### config.mk
export PLATFORM = sky130hd
export DESIGN_NAME = gpio_rgb_collector
export DESIGN_NICKNAME = d
export VERILOG_FILES = /design/src/rtl/gpio_rgb_collector.sv
export SDC_FILE = /design/constraint.sdc
export NUM_CORES = 1
export LEC_CHECK = 0
export ABC_CLOCK_PERIOD_IN_PS = 1920
export BUFFER_PORTS_ARGS = -buffer_cell sky130_fd_sc_hd__buf_2
export CORE_AREA = 2 2 189 191
export DETAILED_ROUTE_END_ITERATION = 8
export DIE_AREA = 0 0 191 193
export RECOVER_POWER = 25
export SLEW_MARGIN = 25
export SYNTH_ARGS = -nofsm -noshare
export SYNTH_HDL_FRONTEND = slang
export SYNTH_SLANG_ARGS = --single-unit
### constraint.sdc
create_clock -name clk -period 1.92 [get_ports clk]
set_clock_uncertainty 0.15 [all_clocks]
set_input_delay 0.48 -clock clk [delete_from_list [all_inputs] [get_ports clk]]
set_output_delay 0.48 -clock clk [all_outputs]
set_load 0.02 [all_outputs]
### src/rtl/gpio_rgb_collector.sv
// Collects R/G/B plane words from the processor GPIO and streams 24-bit pixels.
// Optional frame checksum output enabled by GPIO_COLLECTOR_CHECKSUM_EN.
module gpio_rgb_collector #(
    parameter int WORDS = 40000,
    parameter int CNT_W = 16
) (
    input  logic             clk,
    input  logic             rst,
    input  logic [31:0]      gpio_i,
    input  logic             arm_i,
    input  logic             en_r_i,
    input  logic             en_g_i,
    input  logic             en_b_i,
    output logic [23:0]      pix_o,
    output logic             pix_valid_o,
    input  logic             pix_ready_i,
    output logic             pix_last_o,
    output logic [CNT_W-1:0] word_cnt_o,
    output logic             done_o,
    output logic             ovf_o,
    output logic             seq_err_o
`ifdef GPIO_COLLECTOR_CHECKSUM_EN
    ,
    output logic [31:0]      checksum_o
`endif
);

    localparam logic [CNT_W-1:0] LAST_CNT  = CNT_W'(WORDS);
    localparam logic [CNT_W-1:0] LAST_BANK = CNT_W'(WORDS - 1);

    typedef enum logic [2:0] {
        IDLE,
        EXP_R,
        EXP_G,
        EXP_B,
        DONE
    } state_t;

    state_t           state;
    state_t           state_n;

    logic [1:0][31:0] bank_r;
    logic [1:0][31:0] bank_g;
    logic [1:0][31:0] bank_b;
    logic [1:0]       full;
    logic             wp;
    logic             rp;

    logic             drop;
    logic             drop_n;
    logic             st_r;
    logic             st_g;
    logic             st_b;
    logic             set_err;
    logic             set_ovf;
    logic             multi;
    logic             bank_free;
    logic [CNT_W-1:0] cnt_inc;

    logic [CNT_W-1:0] emit_cnt;
    logic [1:0]       k;
    logic [1:0]       ld_k;
    logic [4:0]       ld_sh;
    logic [23:0]      ld_pix;
    logic             accept;
    logic             emit_free;

    assign multi = (en_r_i & en_g_i) | (en_r_i & en_b_i) | (en_g_i & en_b_i);

    assign accept    = pix_valid_o & pix_ready_i;
    assign emit_free = accept & (k == 2'd3);

    // A bank being released by the emitter this edge may be refilled this edge.
    assign bank_free = ~full[wp] | (emit_free & (rp == wp));

    assign cnt_inc = word_cnt_o + CNT_W'(1);

    assign pix_last_o = pix_valid_o & (k == 2'd3) & (emit_cnt == LAST_BANK);

    assign ld_k   = pix_valid_o ? k + 2'd1 : 2'd0;
    assign ld_sh  = {ld_k, 3'b000};
    assign ld_pix = {bank_r[rp][ld_sh +: 8],
                     bank_g[rp][ld_sh +: 8],
                     bank_b[rp][ld_sh +: 8]};

    always_ff @(posedge clk) begin
        if (!rst) begin
            state <= IDLE;
            drop  <= 1'b0;
        end else begin
            state <= state_n;
            drop  <= drop_n;
        end
    end

    always_comb begin
        state_n = state;
        drop_n  = drop;
        st_r    = 1'b0;
        st_g    = 1'b0;
        st_b    = 1'b0;
        set_err = 1'b0;
        set_ovf = 1'b0;
        unique case (state)
            IDLE: begin
                if (arm_i) state_n = EXP_R;
            end
            EXP_R: begin
                if (multi) begin
                    set_err = 1'b1;
                    drop_n  = 1'b0;
                end else if (en_r_i) begin
                    drop_n = 1'b0;
                    if (bank_free) begin
                        st_r    = 1'b1;
                        state_n = EXP_G;
                    end else begin
                        set_ovf = 1'b1;
                        drop_n  = 1'b1;
                    end
                end else if (en_g_i) begin
                    if (!drop) set_err = 1'b1;
                end else if (en_b_i) begin
                    if (drop) drop_n = 1'b0;
                    else      set_err = 1'b1;
                end
            end
            EXP_G: begin
                if (multi) begin
                    set_err = 1'b1;
                    state_n = EXP_R;
                end else if (en_g_i) begin
                    st_g    = 1'b1;
                    state_n = EXP_B;
                end else if (en_r_i) begin
                    // the partial bank is never full, so the restart R fits
                    set_err = 1'b1;
                    st_r    = 1'b1;
                end else if (en_b_i) begin
                    set_err = 1'b1;
                    state_n = EXP_R;
                end
            end
            EXP_B: begin
                if (multi) begin
                    set_err = 1'b1;
                    state_n = EXP_R;
                end else if (en_b_i) begin
                    st_b    = 1'b1;
                    state_n = (cnt_inc == LAST_CNT) ? DONE : EXP_R;
                end else if (en_r_i) begin
                    set_err = 1'b1;
                    st_r    = 1'b1;
                    state_n = EXP_G;
                end else if (en_g_i) begin
                    set_err = 1'b1;
                    state_n = EXP_R;
                end
            end
            DONE: begin
                state_n = DONE;
            end
            default: begin
                state_n = IDLE;
            end
        endcase
    end

    always_ff @(posedge clk) begin
        if (!rst) begin
            bank_r      <= '0;
            bank_g      <= '0;
            bank_b      <= '0;
            full        <= '0;
            wp          <= 1'b0;
            rp          <= 1'b0;
            word_cnt_o  <= '0;
            emit_cnt    <= '0;
            k           <= 2'd0;
            pix_o       <= '0;
            pix_valid_o <= 1'b0;
            done_o      <= 1'b0;
            ovf_o       <= 1'b0;
            seq_err_o   <= 1'b0;
        end else begin
            if (set_err) seq_err_o <= 1'b1;
            if (set_ovf) ovf_o <= 1'b1;
            if (st_r) bank_r[wp] <= gpio_i;
            if (st_g) bank_g[wp] <= gpio_i;

            if (emit_free) begin
                full[rp]    <= 1'b0;
                rp          <= ~rp;
                k           <= 2'd0;
                pix_o       <= '0;
                pix_valid_o <= 1'b0;
                if (emit_cnt != LAST_CNT) emit_cnt <= emit_cnt + CNT_W'(1);
                if (pix_last_o) done_o <= 1'b1;
            end else if (accept) begin
                k     <= ld_k;
                pix_o <= ld_pix;
            end else if (!pix_valid_o && full[rp]) begin
                k           <= ld_k;
                pix_o       <= ld_pix;
                pix_valid_o <= 1'b1;
            end

            // placed after the release so a refill of the same bank wins
            if (st_b) begin
                bank_b[wp] <= gpio_i;
                full[wp]   <= 1'b1;
                wp         <= ~wp;
                if (word_cnt_o != LAST_CNT) word_cnt_o <= cnt_inc;
            end
        end
    end

`ifdef GPIO_COLLECTOR_CHECKSUM_EN
    always_ff @(posedge clk) begin
        if (!rst) begin
            checksum_o <= '0;
        end else if (accept && !done_o) begin
            checksum_o <= checksum_o + {8'h00, pix_o};
        end
    end
`endif

endmodule
After elaboration in Yosys (flattened, before gate mapping)
Cells that the tools add are included.
{ "totals": {"inputBits": 39, "ram_bits": 0, "romBits": 0, "reg_bits": 262, "word_cells": 156, "memories": 0, "output_inout_bits": 45, "latchBits": 0} }
{ "classes": {"addsub": 3, "n_reduce_logical": 14, "mux": 76, "n_shift": 3, "n_mul": 0, "n_eq_ne": 18, "div_mod_pow": 0, "bitwise": 19, "n_lt_le_gt_ge": 4} }
{ "op_table": {"columns": ["op", "count"], "rows": [
  ["32-bit two-way mux", 7],
  ["64-bit bitwise mux", 3],
  ["32-bit by 6-bit variable part select with 8-bit output", 3],
  ["24-bit two-way mux", 2],
  ["1-bit two-way mux", 39],
  ["3-bit two-way mux", 13],
  ["16-bit by 1-bit adder with 16-bit output, second input constant", 2],
  ["32-bit demux with 1-bit select", 1],
  ["16-bit == test, second input constant", 2],
  ["16-bit != test, second input constant", 2],
  ["3-bit case mux with 5 select lines", 1],
  ["2-bit two-way mux", 6],
  ["1-bit bitwise AND", 8],
  ["2-bit != test, second input constant", 4],
  ["4-bit != test, second input constant", 2],
  ["2-bit AND reduction", 4],
  ["7-bit AND reduction", 1],
  ["3-bit by 2-bit == test with 1-bit output, second input constant", 2],
  ["1-bit case mux with 3 select lines", 2],
  ["5-bit != test, second input constant", 1],
  ["1-bit inverter", 5],
  ["1-bit by 2-bit less-than comparator with 1-bit output, second input constant", 2],
  ["3-bit by 1-bit == test with 1-bit output, second input constant", 1],
  ["3-bit == test, second input constant", 1],
  ["17 further kinds", 23]
]} }

Logic depth before layout (Yosys ltp)
Gate-level depths: netlist (run 1).
{ "depth": {"depth_word": 10, "mapped_depth": 9, "mapped_depth_nobuf": 7} }

Worst setup path before layout (run 1)
Ideal clock, no wire load.
{ "synth_timing": {"kind": "reg-to-output", "from": "register emit_cnt[0]", "to": "output port pix_last_o", "setup_slack_ps": -267, "path_stages_with_launch": 4, "arrival_time_ps": 1557, "cell_sequence": "dfxtp_1 -> ha_1 -> nand3_1 -> nor4_1"} }
{ "synth_via": {"elab_chain_cells": 2} }
{ "synth_rtl": {"columns": ["item", "line", "text"], "rows": [
  ["start: declaration", "60", "logic [CNT_W-1:0] emit_cnt;"],
  ["start signal: assignment", "197", "if (emit_cnt != LAST_CNT) emit_cnt <= emit_cnt + CNT_W'(1);"],
  ["16-bit == test", "78", "assign pix_last_o = pix_valid_o & (k == 2'd3) & (emit_cnt == LAST_BANK);"],
  ["1-bit bitwise AND", "78", null],
  ["end: declaration", "17", "output logic pix_last_o,"]
]} }
Every way passes these cells.

Worst setup path after layout (run 1)
{ "layout_timing": {"from": "register k[0]", "to": "output port pix_last_o"} }
{ "layout_via": {"elab_chain_cells": 3} }
{ "layout_rtl": {"columns": ["item", "line", "text"], "rows": [
  ["start: declaration", "61", "logic [1:0] k;"],
  ["start signal: assignment", "200", "k <= ld_k;"],
  ["start signal: assignment", "203", "k <= ld_k;"],
  ["2-bit == test", "78", null],
  ["1-bit bitwise AND (2 in a row)", "78", null]
]} }
Every way passes these cells.

==> impl_metrics.ini, run 1 <==
[global_route]
grt_first_pass_wirelength_mm = 51.46
first_global_vias = 9190
antenna_found_initial = 1
grtUsageTotal_pct = 17.65
grt_overflow = 0
grt_max_degree = 91

[setup_path]
critPathSlowestCell = dfxtp_4
start_kind = flip-flop
required_ps = 1290
max_stage_delay_ps = 380
reg2reg_from = k[0]
critPathKind = flip-flop to output pin
arrival_ps = 1720
cp_max_fo = 5
crit_buf_inv = 1
rrSetupSlack_ps = -110
path_cells = ha_4 > nand2_1 > nor4_4 > buf_4
crit_family = simple AND/OR/NAND/NOR gates
end_kind = output pin
critPathLaunch = k[0]

[power_and_ir_drop]
power_density_mw_per_mm2 = 737.6
peakVddDrop_mv = 0.6835
power.switching_mw = 2.478
p_int_mw = 8.599
leakagePower_nw = 5.782
combPwrFrac_pct = 4.0
p_sw_share_pct = 22.37
pwr-share-seq_pct = 49.3
clkPwrFrac_pct = 46.7

[route]
vias_per_cell = 5.067
highest-signal-layer = met5
first_pass_iters = 5
drc = 0
wire_per_inst_um = 17.53
finalWirelength_mm = 32.66
wirelength_met1_mm = 15.52
met2_length_mm = 15.16
drt-initial-drc-count = 568
routed-via-count = 9439
postRouteAntennaNets = 0
wl_met3_mm = 1.343

[sta]
drv_slew = 0
finalSetupTns_ps = -1907
rsz0062_at_grt = true
tightest_slew_ps = 495.0
fin_crit_sh_pct = 122.4
worst_slack_ps = -431.0
max_slew_margin_pct = 67.00
period_minus_slack_ps = 2351
max_freq_mhz = 425.4
finalHoldViolCount = 0
setup_viol = 24

[cells_and_area]
nFillCells = 3395
areaGrowthSynthToFinish_pct = 24.24
utilization_pct = 42.95
multiInputGateArea_sq_mm = 0.006526
finalNonFillerCells = 1863
n_antenna_cell = 0
ff_latch_area_sq_mm = 0.005265
drive_gt1_share_pct = 23.40
nets = 1431
finalInstanceArea_sq_mm = 0.01502

[yosys]
syn-num-nets = 1294
synth_edf_count = 0
synth-seq-cells = 262
synth_ff_type = dfxtp_1
synth-async-reset-ratio_pct = 0
synth.yosys.seq_area_share_pct = 43.40
synthDistinctLibCells = 60
syn_area_sq_mm = 0.01209
synth.yosys.warnings = 0
postSynthCellCount = 1249
post_synth.cell_area_avg_sq_um = 9.677

[floorplan]
die_w_um = 191
dieArea_sq_mm = 0.03686
ios = 84
start_util_pct = 34.57
die_height_um = 193
std_cell_rows = 69
core_area_sq_mm = 0.03496

[clocking]
cts-htree-levels = 1
cts_buffers = 28
cts-root-buf = clkbuf_16
clk_latency_ps = 560
cts_num_sinks = 262
cts_tree = built
clockBufferDepth = 3
clkTransAtPathRegs_ps = 60

[placement]
pre_cts_ws_ps = -212.6
place_area_sq_mm = 0.01358
port_buffers = 83
post-dp-hpwl_mm = 20.88
gp_congestion = 0.8362
dp_cells = 1795

[outcome]
status = finished, violations left
violations = negative setup slack

[flow_run]
cap_violations = 0

[hold_path]
hp-start = gpio_i[25]
hold_path_class = primary input to flip-flop
-- cells by family (layout without fill, tap and decap cells) --
group           after synthesis  after routing  share of synthesized area [%]
flops                       262            262                          43.40
mux                         143            143                          16.81
buf+inv                     108            261                          4.938
simple gates                506            506                          20.09
fa+ha+maj                     7              7                         0.7039
compound gates              196            196                          12.10
xor+xnor                     27             27                          1.957
-- metal layers --
| metal | track usage, % | vias up |
|---|---|---|
| met4 | 4.532 | 2 |
| met1 | 24.77 | 4636 |
| met3 | 2.045 | 46 |
| li1 | - | 4573 |
| met2 | 28.87 | 182 |
| met5 | 0 | - |
-- layout make-up --
type	count	area share, %
clock buffer	38	5.182
multi-input combinational	879	43.46
timing repair buffer	204	11.55
clock inverter	8	0.6166
inverter	11	0.2916
sequential	262	35.06
tap	461	3.841
-- power groups by stage --
| stage | registers, mW | logic, mW | clock network [mW] |
|---|---|---|---|
| after floorplan | 5.59 | 0.216 | 0 |
| after global placement | 5.59 | 0.418 | 0 |
| after detailed placement | 5.59 | 0.422 | 0 |
| after CTS | 5.47 | 0.437 | 5.31 |
| after global routing | 5.46 | 0.468 | 5.52 |
| final | 5.46 | 0.438 | 5.17 |
-- state kept, by name (all words and copies together) (netlist names), 2 cells and up --
register / cells
bank_r: 64
state: 3
pix_o: 24
full: 2
bank_g: 64
k: 2
bank_b: 64
emit_cnt: 16
word_cnt_o: 16
-- cells in the mapped netlist, drive strengths merged (16+ instances only) --
cell / n / share of area [%]
nand2: 282 / 8.8
dfxtp: 262 / 43
a21boi: 136 / 8.4
mux2i: 95 / 7.9
nor2b: 78 / 4.2
buf: 59 / 3.4
mux4: 48 / 8.9
clkbuf: 38 / 1.2
nor2: 35 / 1.1
and2: 25 / 1.3
a211oi: 24 / 1.5
nor3: 17 / 0.70
nand4: 16 / 0.83
-- final timing paths --
path | end | depth (start not counted)
setup reg to reg | pix_o[18] | 7
hold / removal | bank_b[57] | 3
hold reg to reg | bank_b[34] | 2
setup / recovery | pix_last_o | 4
-- worst reg2reg max path: cells and delay by family (launching register included) --
family                 cells  cell delay [ps]
muxes                      2              740
buffers and inverters      3              480
DFF                        1              370
and+or+nand+nor            1              130
AOI/OAI and AO/OA          1               50
-- metrics by stage --
stage / power (mW) / hold slack [ps]
finish: 11.08 / 73.33
global route: 11.45 / 64.79
CTS: 11.21 / 49.67
detailed placement: 6.010 / 293.5
global placement: 6.005 / 288.3
floorplan: 5.806 / 281.9
-- placed cells by master, fill, tap and decap left out, types with 6 or more instances in the layout --
master,count
buf_4,74
inv_1,9
dfxtp_1,252
xnor2_1,15
clkbuf_16,29
dfxtp_2,7
buf_2,59
a211oi_2,10
nand2_1,282
mux2i_1,88
nor2b_1,74
and4_1,6
mux4_2,48
clkbuf_1,31
a21boi_0,60
a21boi_1,74
xor2_1,12
and2_1,23
nand3_1,9
buf_12,21
nand2b_1,10
nand4_1,16
nor3_1,15
nor2_1,35
buf_6,13
a211oi_1,14
-- repair_timing --
action / in CTS / in global routing
buffers inserted: 12 / 7
hold buffers: 0 / 0
cloned: 4 / 1
pin swaps: 21 / 21
setup endpoints to repair: 94 / 110
gates resized for setup: 42 / 55
Note: power is estimated with default switching activity, not from simulation.
==> inputs of run 2 (changes only) <==
- CTS_BUF_LIST: not set -> sky130_fd_sc_hd__clkbuf_8
==> impl_metrics.ini, run 2 (synthesis results as in run 1) <==
[outcome]
status = finished, violations left
violations = negative setup slack

[floorplan]
start_util_pct = 34.57
die_w_um = 191
std_cell_rows = 69
ios = 84
core_area_sq_mm = 0.03496
dieArea_sq_mm = 0.03686
die_height_um = 193

[setup_path]
path_cells = and4bb_1 > nand4_1 > nor4_4 > buf_4
required_ps = 1290
rr_endpoint = pix_o[11]
arrival_ps = 1700
critPathKind = flip-flop to output pin
r2r.worst_path.cells = 8
max_stage_delay_ps = 300
critPathLaunch = emit_cnt[13]
rrSetupSlack_ps = -90
start_kind = flip-flop
critPathCapture = pix_last_o
reg2reg_from = k[0]
cp_max_fo = 2
end_kind = output pin
critPathSlowestCell = dfxtp_1

[flow_run]
cap_violations = 0

[sta]
max_freq_mhz = 428.7
worst_slack_ps = -412.6
tightest_slew_ps = 491.1
setup_viol = 19
period_minus_slack_ps = 2333
max_slew_margin_pct = 67.26
drv_slew = 0
finalHoldViolCount = 0
fin_crit_sh_pct = 121.5
rsz0062_at_grt = true

[placement]
gp_congestion = 0.8362
port_buffers = 83
dp_cells = 1795
pre_cts_ws_ps = -212.6
post-dp-hpwl_mm = 20.88

[global_route]
antenna_found_initial = 2
grt_max_degree = 91
grt_overflow = 0
grt_first_pass_wirelength_mm = 51.76
first_global_vias = 9278
grtUsageTotal_pct = 17.81

[clocking]
cts_buffers = 46
cts_num_sinks = 262
cts_tree = built
cts-root-buf = clkbuf_8
clkTransAtPathRegs_ps = 60
clk_latency_ps = 570
cts_hold_buf = 0
cts-htree-levels = 2
clockBufferDepth = 3

[route]
postRouteAntennaNets = 0
drt-initial-drc-count = 517
drc = 0
routed-via-count = 9474
vias_per_cell = 4.994
wire_per_inst_um = 17.27
finalWirelength_mm = 32.75
first_pass_iters = 4

[cells_and_area]
top_regs = bank_b (64), bank_g (64), bank_r (64)
drive_gt1_share_pct = 25.85
most-common-layout-cells = nand2_1 (282), dfxtp_1 (250), mux2i_1 (87)
nets = 1448
areaGrowthSynthToFinish_pct = 24.75
final_common_cell = nand2_1
finalNonFillerCells = 1897

[power_and_ir_drop]
leakagePower_nw = 5.944
power_density_mw_per_mm2 = 740.9
peakVddDrop_mv = 0.4499

[hold_path]
hold_path_class = primary input to flip-flop
hp-start = gpio_i[8]
==> run 2: worst min path at each step <==
stage | end | slack, ps | cells past startpoint
after global placement | bank_b[5] | 290 | 2
after detailed placement | bank_b[34] | 290 | 2
after global routing | bank_b[46] | 50 | 3
final | bank_g[40] | 60 | 3
after CTS | bank_g[41] | 30 | 3
after floorplan | bank_b[33] | 280 | 2
==> run 2: power by group <==
| part | switching (mW) | total [mW] | internal [mW] |
|---|---|---|---|
| clock | 2.34 | 5.27 | 2.93 |
| sequential | 0.0114 | 5.47 | 5.45 |
| combinational | 0.247 | 0.435 | 0.187 |
| total | 2.60 | 11.2 | 8.57 |
==> run 2: critical path, delay by kind of cell, from the launching register on <==
| family | cells | cell delay [ps] |
|---|---|---|
| buffers and inverters | 1 | 190 |
| and+or+nand+nor | 3 | 660 |
| DFF | 1 | 300 |
==> run 2: timing repair <==
action / in CTS / in global routing
cloned: 4 / 1
endpoints found under the setup margin: 96 / 102
resized for setup: 44 / 53
buffers inserted: 11 / 8
pin swaps: 21 / 20
==> run 2: layer usage <==
| layer | up-vias | global-route usage (%) | share of wire, % |
|---|---|---|---|
| met1 | 4596 | 24.54 | 48 |
| met4 | 2 | 5.367 | 2.1 |
| met3 | 56 | 2.896 | 4.6 |
| met2 | 205 | 28.71 | 46 |
| met5 | - | 0 | 0.037 |
| li1 | 4615 | - | - |
==> run 2: stage by stage <==
stage                     utilization [%]  area, sq um  TNS, ps  power (mW)  hold WS, ps
final                               43.12        15080    -1230       11.17        63.41
after global routing                43.12        15080    -7401       11.58        46.59
after CTS                           42.63        14910    -1585       11.31        31.13
after detailed placement            38.84        13580   -15270       6.010        293.5
after global placement              38.84        13580   -13670       6.005        288.3
after floorplan                         -        12100   -33.04       5.806        281.9
==> run 2: final cells by class <==
class,instances,area (sq um)
clock inverter,20,121.4
tap,461,576.8
antenna,1,2.502
sequential,262,5268
fill,3425,19890
inverter,11,43.79
clock buffer,60,825.8
multi-input combinational,879,6509
timing repair buffer,203,1732
